===== config.mk =====
export PLATFORM = sky130hd
export DESIGN_NAME = fetch_queue
export DESIGN_NICKNAME = d
export VERILOG_FILES = /design/src/rtl/common_pkg.sv /design/src/rtl/pipes_pkg.sv /design/src/rtl/fetch_fifo.sv /design/src/rtl/fetch_queue.sv
export SDC_FILE = /design/constraint.sdc
export NUM_CORES = 1
export LEC_CHECK = 0
export ABC_AREA = 1
export CORE_ASPECT_RATIO = 1.25
export CORE_MARGIN = 3
export CORE_UTILIZATION = 60
export CTS_BUF_LIST = sky130_fd_sc_hd__clkbuf_16
export DETAILED_ROUTE_END_ITERATION = 8
export PLACE_DENSITY_LB_ADDON = 0.3
export SYNTH_ARGS = -nofsm -noshare
export SYNTH_HDL_FRONTEND = slang
export SYNTH_SLANG_ARGS = --single-unit

===== constraint.sdc =====
create_clock -name clk -period 17.3 [get_ports clk]
set_input_delay 2.595 -clock clk [delete_from_list [all_inputs] [get_ports clk]]
set_output_delay 2.595 -clock clk [all_outputs]
set_load 0.01 [all_outputs]

===== src/rtl/common_pkg.sv =====
// common: instruction-bus request/response types shared across the core
package common;

    typedef struct packed {
        logic        valid;
        logic [63:0] addr;
    } ibus_req_t;

    typedef struct packed {
        logic        data_ok;
        logic [31:0] data;
    } ibus_resp_t;

endpackage


===== src/rtl/pipes_pkg.sv =====
// pipes: pipeline payload types passed between front-end stages
package pipes;

    typedef struct packed {
        logic [63:0] pc;
        logic [31:0] instr;
    } fetch_entry_t;

endpackage


===== src/rtl/fetch_fifo.sv =====
// fetch_fifo: DEPTH-entry circular buffer of fetched {pc, instr} pairs
module fetch_fifo
    import pipes::*;
#(
    parameter int DEPTH = 4
) (
    input  logic                         clk,
    input  logic                         reset,
    input  logic                         push,
    input  fetch_entry_t                 wdata,
    input  logic                         pop,
    input  logic                         flush,
    output fetch_entry_t                 head,
    output logic [$clog2(DEPTH+1)-1:0]   count
);
    localparam int AW = $clog2(DEPTH);
    localparam int CW = $clog2(DEPTH + 1);

    fetch_entry_t  mem_q [DEPTH];
    logic [AW-1:0] rd_q, wr_q;
    logic [CW-1:0] cnt_q;

    // storage write; flushing only rewinds pointers, so the array itself needs no reset
    always_ff @(posedge clk) begin
        if (push) mem_q[wr_q] <= wdata;
    end

    // pointers wrap naturally at DEPTH (power of two); flush overrides push/pop
    always_ff @(posedge clk) begin
        if (reset || flush) begin
            rd_q  <= '0;
            wr_q  <= '0;
            cnt_q <= '0;
        end else begin
            if (push) wr_q <= wr_q + AW'(1);
            if (pop) rd_q <= rd_q + AW'(1);
            cnt_q <= cnt_q + CW'(push) - CW'(pop);
        end
    end

    assign head  = mem_q[rd_q];
    assign count = cnt_q;

endmodule


===== src/rtl/fetch_queue.sv =====
// fetch_queue: sequential instruction fetcher feeding a small {pc, instr} queue
module fetch_queue
    import common::*;
    import pipes::*;
#(
    parameter int          DEPTH   = 4,
    parameter logic [63:0] PC_INIT = 64'h8000_0000
) (
    input  logic                       clk,
    input  logic                       reset,
    output ibus_req_t                  ireq,
    input  ibus_resp_t                 iresp,
    input  logic                       redirect_valid,
    input  logic [63:0]                redirect_pc,
    output logic                       out_valid,
    output logic [63:0]                out_pc,
    output logic [31:0]                out_instr,
    input  logic                       out_ready,
    output logic [$clog2(DEPTH+1)-1:0] count
);
    localparam int            CW   = $clog2(DEPTH + 1);
    localparam logic [CW-1:0] FULL = CW'(DEPTH);

    typedef enum logic [1:0] {IDLE, REQ, DROP} state_e;

    state_e        state_q, state_d;
    logic [63:0]   fpc_q, fpc_d, drop_q, drop_d;
    logic          push, pop;
    logic [CW-1:0] post_cnt;
    fetch_entry_t  head;

    assign push     = state_q == REQ && iresp.data_ok && !redirect_valid;
    assign pop      = out_valid && out_ready && !redirect_valid;
    assign post_cnt = count + CW'(push) - CW'(pop);

    assign ireq.valid = state_q != IDLE;
    assign ireq.addr  = state_q == DROP ? drop_q : fpc_q;
    assign out_valid  = count != '0;
    assign out_pc     = head.pc;
    assign out_instr  = head.instr;

    fetch_fifo #(.DEPTH(DEPTH)) u_fifo (
        .clk   (clk),
        .reset (reset),
        .push  (push),
        .wdata ('{pc: fpc_q, instr: iresp.data}),
        .pop   (pop),
        .flush (redirect_valid),
        .head  (head),
        .count (count)
    );

    // next fetch state: a redirect always retargets fpc; an in-flight request is drained in DROP
    always_comb begin
        state_d = state_q;
        fpc_d   = redirect_valid ? redirect_pc : fpc_q;
        drop_d  = state_q == REQ ? fpc_q : drop_q;
        case (state_q)
            IDLE:    state_d = !redirect_valid && count < FULL ? REQ : IDLE;
            REQ: begin
                if (redirect_valid) state_d = iresp.data_ok ? IDLE : DROP;
                else if (iresp.data_ok) begin
                    fpc_d   = fpc_q + 64'd4;
                    state_d = post_cnt < FULL ? REQ : IDLE;
                end
            end
            DROP:    state_d = iresp.data_ok ? IDLE : DROP;
            default: state_d = IDLE;
        endcase
    end

    // fetch state registers; reset dominates redirects and bus responses
    always_ff @(posedge clk) begin
        if (reset) begin
            state_q <= IDLE;
            fpc_q   <= PC_INIT;
            drop_q  <= '0;
        end else begin
            state_q <= state_d;
            fpc_q   <= fpc_d;
            drop_q  <= drop_d;
        end
    end

endmodule


==> qor.csv <==
metric,value,unit
status,"complete, no violations",
overall power,0.00268,W
Initial Util,61.4,%
cell count after synthesis,2265,
startpoint-to-endpoint class of the critical path,reg -> out,
Final Net Count,2578,
vertical extent of the die,222,um
number of buffers created by CTS,49,
drt via density,5.95,
count of hold-fix buffers inserted at cts,0,
Ant. Diodes,0,
mean cell area of the mapped netlist,9.91,sq um
CTS H-Tree Depth,2,
dpl cell area,0.0254,sq mm
biggest area consumer among synthesized cells,sky130_fd_sc_hd__edfxtp_1,
Clock Skews,0.0248,ns
path depth of the worst reg2reg path,10,
worst-case register-to-register setup slack,12.90,ns
DP Cell Count,2898,
cell types with the largest area share after synthesis,"sky130_fd_sc_hd__edfxtp_1, sky130_fd_sc_hd__dfxtp_1, sky130_fd_sc_hd__o21ai_0",
post-detailed-placement half-perimeter wirelength,41200,um
startpoint of the lowest-slack register-to-register path,state_q[0],
worst max-slew margin expressed relative to the limit,25.0,%
endpoint of the worst register-to-register path,u_fifo.mem_q[3][54],
Hold Fails Final Rpt,0,
Tightest Hold Check Type,reg -> reg,
number of unique standard cell types used by synthesis,36,
pin count of the biggest net entering global routing,121,
routed length per placed instance,21.1,um
Final Instance Area,0.0270,sq mm
slew of the pin with the lowest slew margin,1.12,ns
number of setup violations in the final report,0,
startpoint type of the worst setup path,flip-flop,
Num Clock Sinks,523,
timing-limited maximum frequency,151,MHz
detailed-router iteration count before antenna repair,6,
Starting DRT DRC Count,1751,
setup total negative slack,0,ns
ratio of cells with drive above 1 in the final layout,6.10,%
Max Fanout on Critical Path,115,
clock transition at the registers of the reported paths,0.06,ns
number of synthesized flops with an enable pin,384,
global-route wire length before repair,95700,um
category of the worst setup path capture point,primary output,
row count,78,
DIE WIDTH,179,um
area share of the largest cell type after synthesis,51.4,%
post-route clock period utilization,38.2,%
Syn Std Cell Area,0.0225,sq mm
port buffer count,265,
Max Cap Viol,0,
Max VDD drop,83.1,uV
number of antenna violations at the first check in global routing,0,
library cell used as clock root buffer,sky130_fd_sc_hd__clkbuf_16,
worst hold margin,0.463,ns
final-report max-slew violation count,0,
final critical path time including I/O delays and setup,6.60,ns
Core ar.,0.0366,sq mm
most instantiated flip-flop cell in the synthesis netlist,sky130_fd_sc_hd__edfxtp_1,
count of cells resized by post-cts repair,0,
die outline area,0.0398,sq mm
total setup buffers inserted after CTS,0,
Total Wirelength,63000,um
Area Growth Syn to Fin,20.3,%
unrepaired setup endpoints after global routing,no,
count of antenna-violating nets left after detailed routing,0,
number of top-level pins,266,
Yosys reg bits,523,
Vias,17786,
Total Routing Usage GR,31.0,%
residual DRC count,0,
Lkg Pwr,9.59,nW
worst hold endpoint,drop_q[0],
vias in the first global route,17324,
Bufs on Longest Clock Path,3,
origin of the worst min-delay path,drop_q[0],
data arrival time of the critical path,4.01,ns
sequential element share of the synthesized area,63.7,%
final weighted congestion in routability-driven placement,0.962,
"Cell Count, Final, Fillers Out",2988,
source-to-sink clock delay at the later pin of the worst-skew pair,0.58,ns
net count of the mapped netlist,2374,
ys async rst share,0,%
required time worst endpoint,14.70,ns
CTS tree,done,
number of cells on the worst hold path,2,
power per cell area,99.1,mW/mm^2
total of warnings raised by yosys,0,
residual overflow from global routing,0,
-- flip-flops by register name (all words and copies together) (netlist names), named ones only --
name and count:
u_fifo.mem_q 384, u_fifo.wr_q 2, u_fifo.count 3, state_q 2, drop_q 64, u_fifo.rd_q 2
fpc_q 64
-- Yosys cell counts (7+ instances only) --
| cell | instances |
|---|---|
| sky130_fd_sc_hd__a21oi_1 | 157 |
| sky130_fd_sc_hd__mux2_2 | 9 |
| sky130_fd_sc_hd__nor2_4 | 8 |
| sky130_fd_sc_hd__ha_1 | 7 |
| sky130_fd_sc_hd__nor2_1 | 395 |
| sky130_fd_sc_hd__nand3_1 | 67 |
| sky130_fd_sc_hd__buf_2 | 16 |
| sky130_fd_sc_hd__o22ai_1 | 96 |
| sky130_fd_sc_hd__nand2_2 | 9 |
| sky130_fd_sc_hd__nand4_1 | 22 |
| sky130_fd_sc_hd__clkbuf_1 | 108 |
| sky130_fd_sc_hd__o21ai_0 | 314 |
| sky130_fd_sc_hd__nand2_1 | 272 |
| sky130_fd_sc_hd__inv_1 | 145 |
| sky130_fd_sc_hd__o21ai_1 | 14 |
| sky130_fd_sc_hd__a31oi_1 | 10 |
| sky130_fd_sc_hd__buf_1 | 7 |
| sky130_fd_sc_hd__o211ai_1 | 17 |
| sky130_fd_sc_hd__xor2_1 | 20 |
| sky130_fd_sc_hd__edfxtp_1 | 384 |
| sky130_fd_sc_hd__nor2_2 | 12 |
| sky130_fd_sc_hd__dfxtp_1 | 139 |
-- metal layers --
layer | GRT usage [%] | wire (um) | share of wire [%]
met5 | 0 | 0 | 0
met2 | 50.6 | 30300 | 48
met3 | 4.94 | 5480 | 8.7
met1 | 42.1 | 24800 | 39
met4 | 11.6 | 2320 | 3.7
-- cell type report --
class	count	area (sq um)
flip-flops and latches	523	14300
fillers	2519	9590
multi-input cells	1462	7110
repair buffers	284	2790
clock buffers	49	1230
well taps	480	601
inverters	149	563
clock inverters	41	398
-- logic make-up (layout without fill, tap and decap cells) --
family          after synthesis  after routing  synth area share (%)
xor+xnor                     24             24                 0.936
flops                       523            523                  63.7
mux                           9              9                 0.451
fa+ha+maj                     8              8                 0.479
buf+inv                     280            523                  4.77
compound gates              618            618                  14.7
simple gates                803            803                  14.9
-- worst max path at each step --
stage	start	end	cells past startpoint
floorplan	iresp[32]	u_fifo.mem_q[0][0]	7
global placement	iresp[32]	u_fifo.mem_q[3][48]	10
detailed placement	iresp[32]	u_fifo.mem_q[3][48]	10
CTS	flip-flop	out_pc[21]	5
global route	flip-flop	out_pc[21]	5
finish	flip-flop	out_pc[21]	5
-- worst max-delay path: stages, from the launching register on --
cell and delay, ns:
sky130_fd_sc_hd__dfxtp_4 0.60, sky130_fd_sc_hd__inv_4 0.92, sky130_fd_sc_hd__buf_4 0.78, sky130_fd_sc_hd__o21ai_0 0.18, sky130_fd_sc_hd__o22ai_1 0.30, sky130_fd_sc_hd__clkdlybuf4s50_1 0.62
-- power breakdown --
| part | switching, W | leakage, nW | internal [W] | total (W) |
|---|---|---|---|---|
| Clock | 0.000461 | 0.816 | 0.000622 | 0.00108 |
| Combinational | 0.0000994 | 4.14 | 0.0000814 | 0.000181 |
| Sequential | 0.0000386 | 4.64 | 0.00137 | 0.00141 |
-- through the flow --
step           worst slack (ns)  utilization [%]
6_report                  10.70             73.8
3_5_place_dp              11.20             69.4
2_1_floorplan              9.56                -
5_1_grt                   10.45             73.8
3_3_place_gp              11.25             69.4
4_1_cts                   10.65             73.8
-- layout by cell type (no fill, tap or decap), types with 4 or more instances in the layout --
cell type	n
sky130_fd_sc_hd__a211oi_1	5
sky130_fd_sc_hd__nand2_2	9
sky130_fd_sc_hd__o211ai_1	17
sky130_fd_sc_hd__o21ai_0	314
sky130_fd_sc_hd__edfxtp_1	384
sky130_fd_sc_hd__clkinvlp_4	4
sky130_fd_sc_hd__and2_1	5
sky130_fd_sc_hd__ha_1	7
sky130_fd_sc_hd__clkinv_2	8
sky130_fd_sc_hd__a21oi_1	157
sky130_fd_sc_hd__dfxtp_1	137
sky130_fd_sc_hd__inv_2	4
sky130_fd_sc_hd__o22ai_1	96
sky130_fd_sc_hd__a31oi_1	10
sky130_fd_sc_hd__nand3_1	67
sky130_fd_sc_hd__clkbuf_16	49
sky130_fd_sc_hd__inv_1	151
sky130_fd_sc_hd__nand4_1	22
sky130_fd_sc_hd__nor2_1	390
sky130_fd_sc_hd__mux2_2	9
sky130_fd_sc_hd__xor2_1	20
sky130_fd_sc_hd__nor2_4	13
sky130_fd_sc_hd__buf_4	19
sky130_fd_sc_hd__clkinv_1	10
sky130_fd_sc_hd__nand2_1	271
sky130_fd_sc_hd__xnor2_1	4
sky130_fd_sc_hd__nor3_1	6
sky130_fd_sc_hd__o21ai_1	14
sky130_fd_sc_hd__clkdlybuf4s50_1	264
sky130_fd_sc_hd__bufinv_16	7
sky130_fd_sc_hd__nor2_2	12
Power figures use the tool's default switching activity.
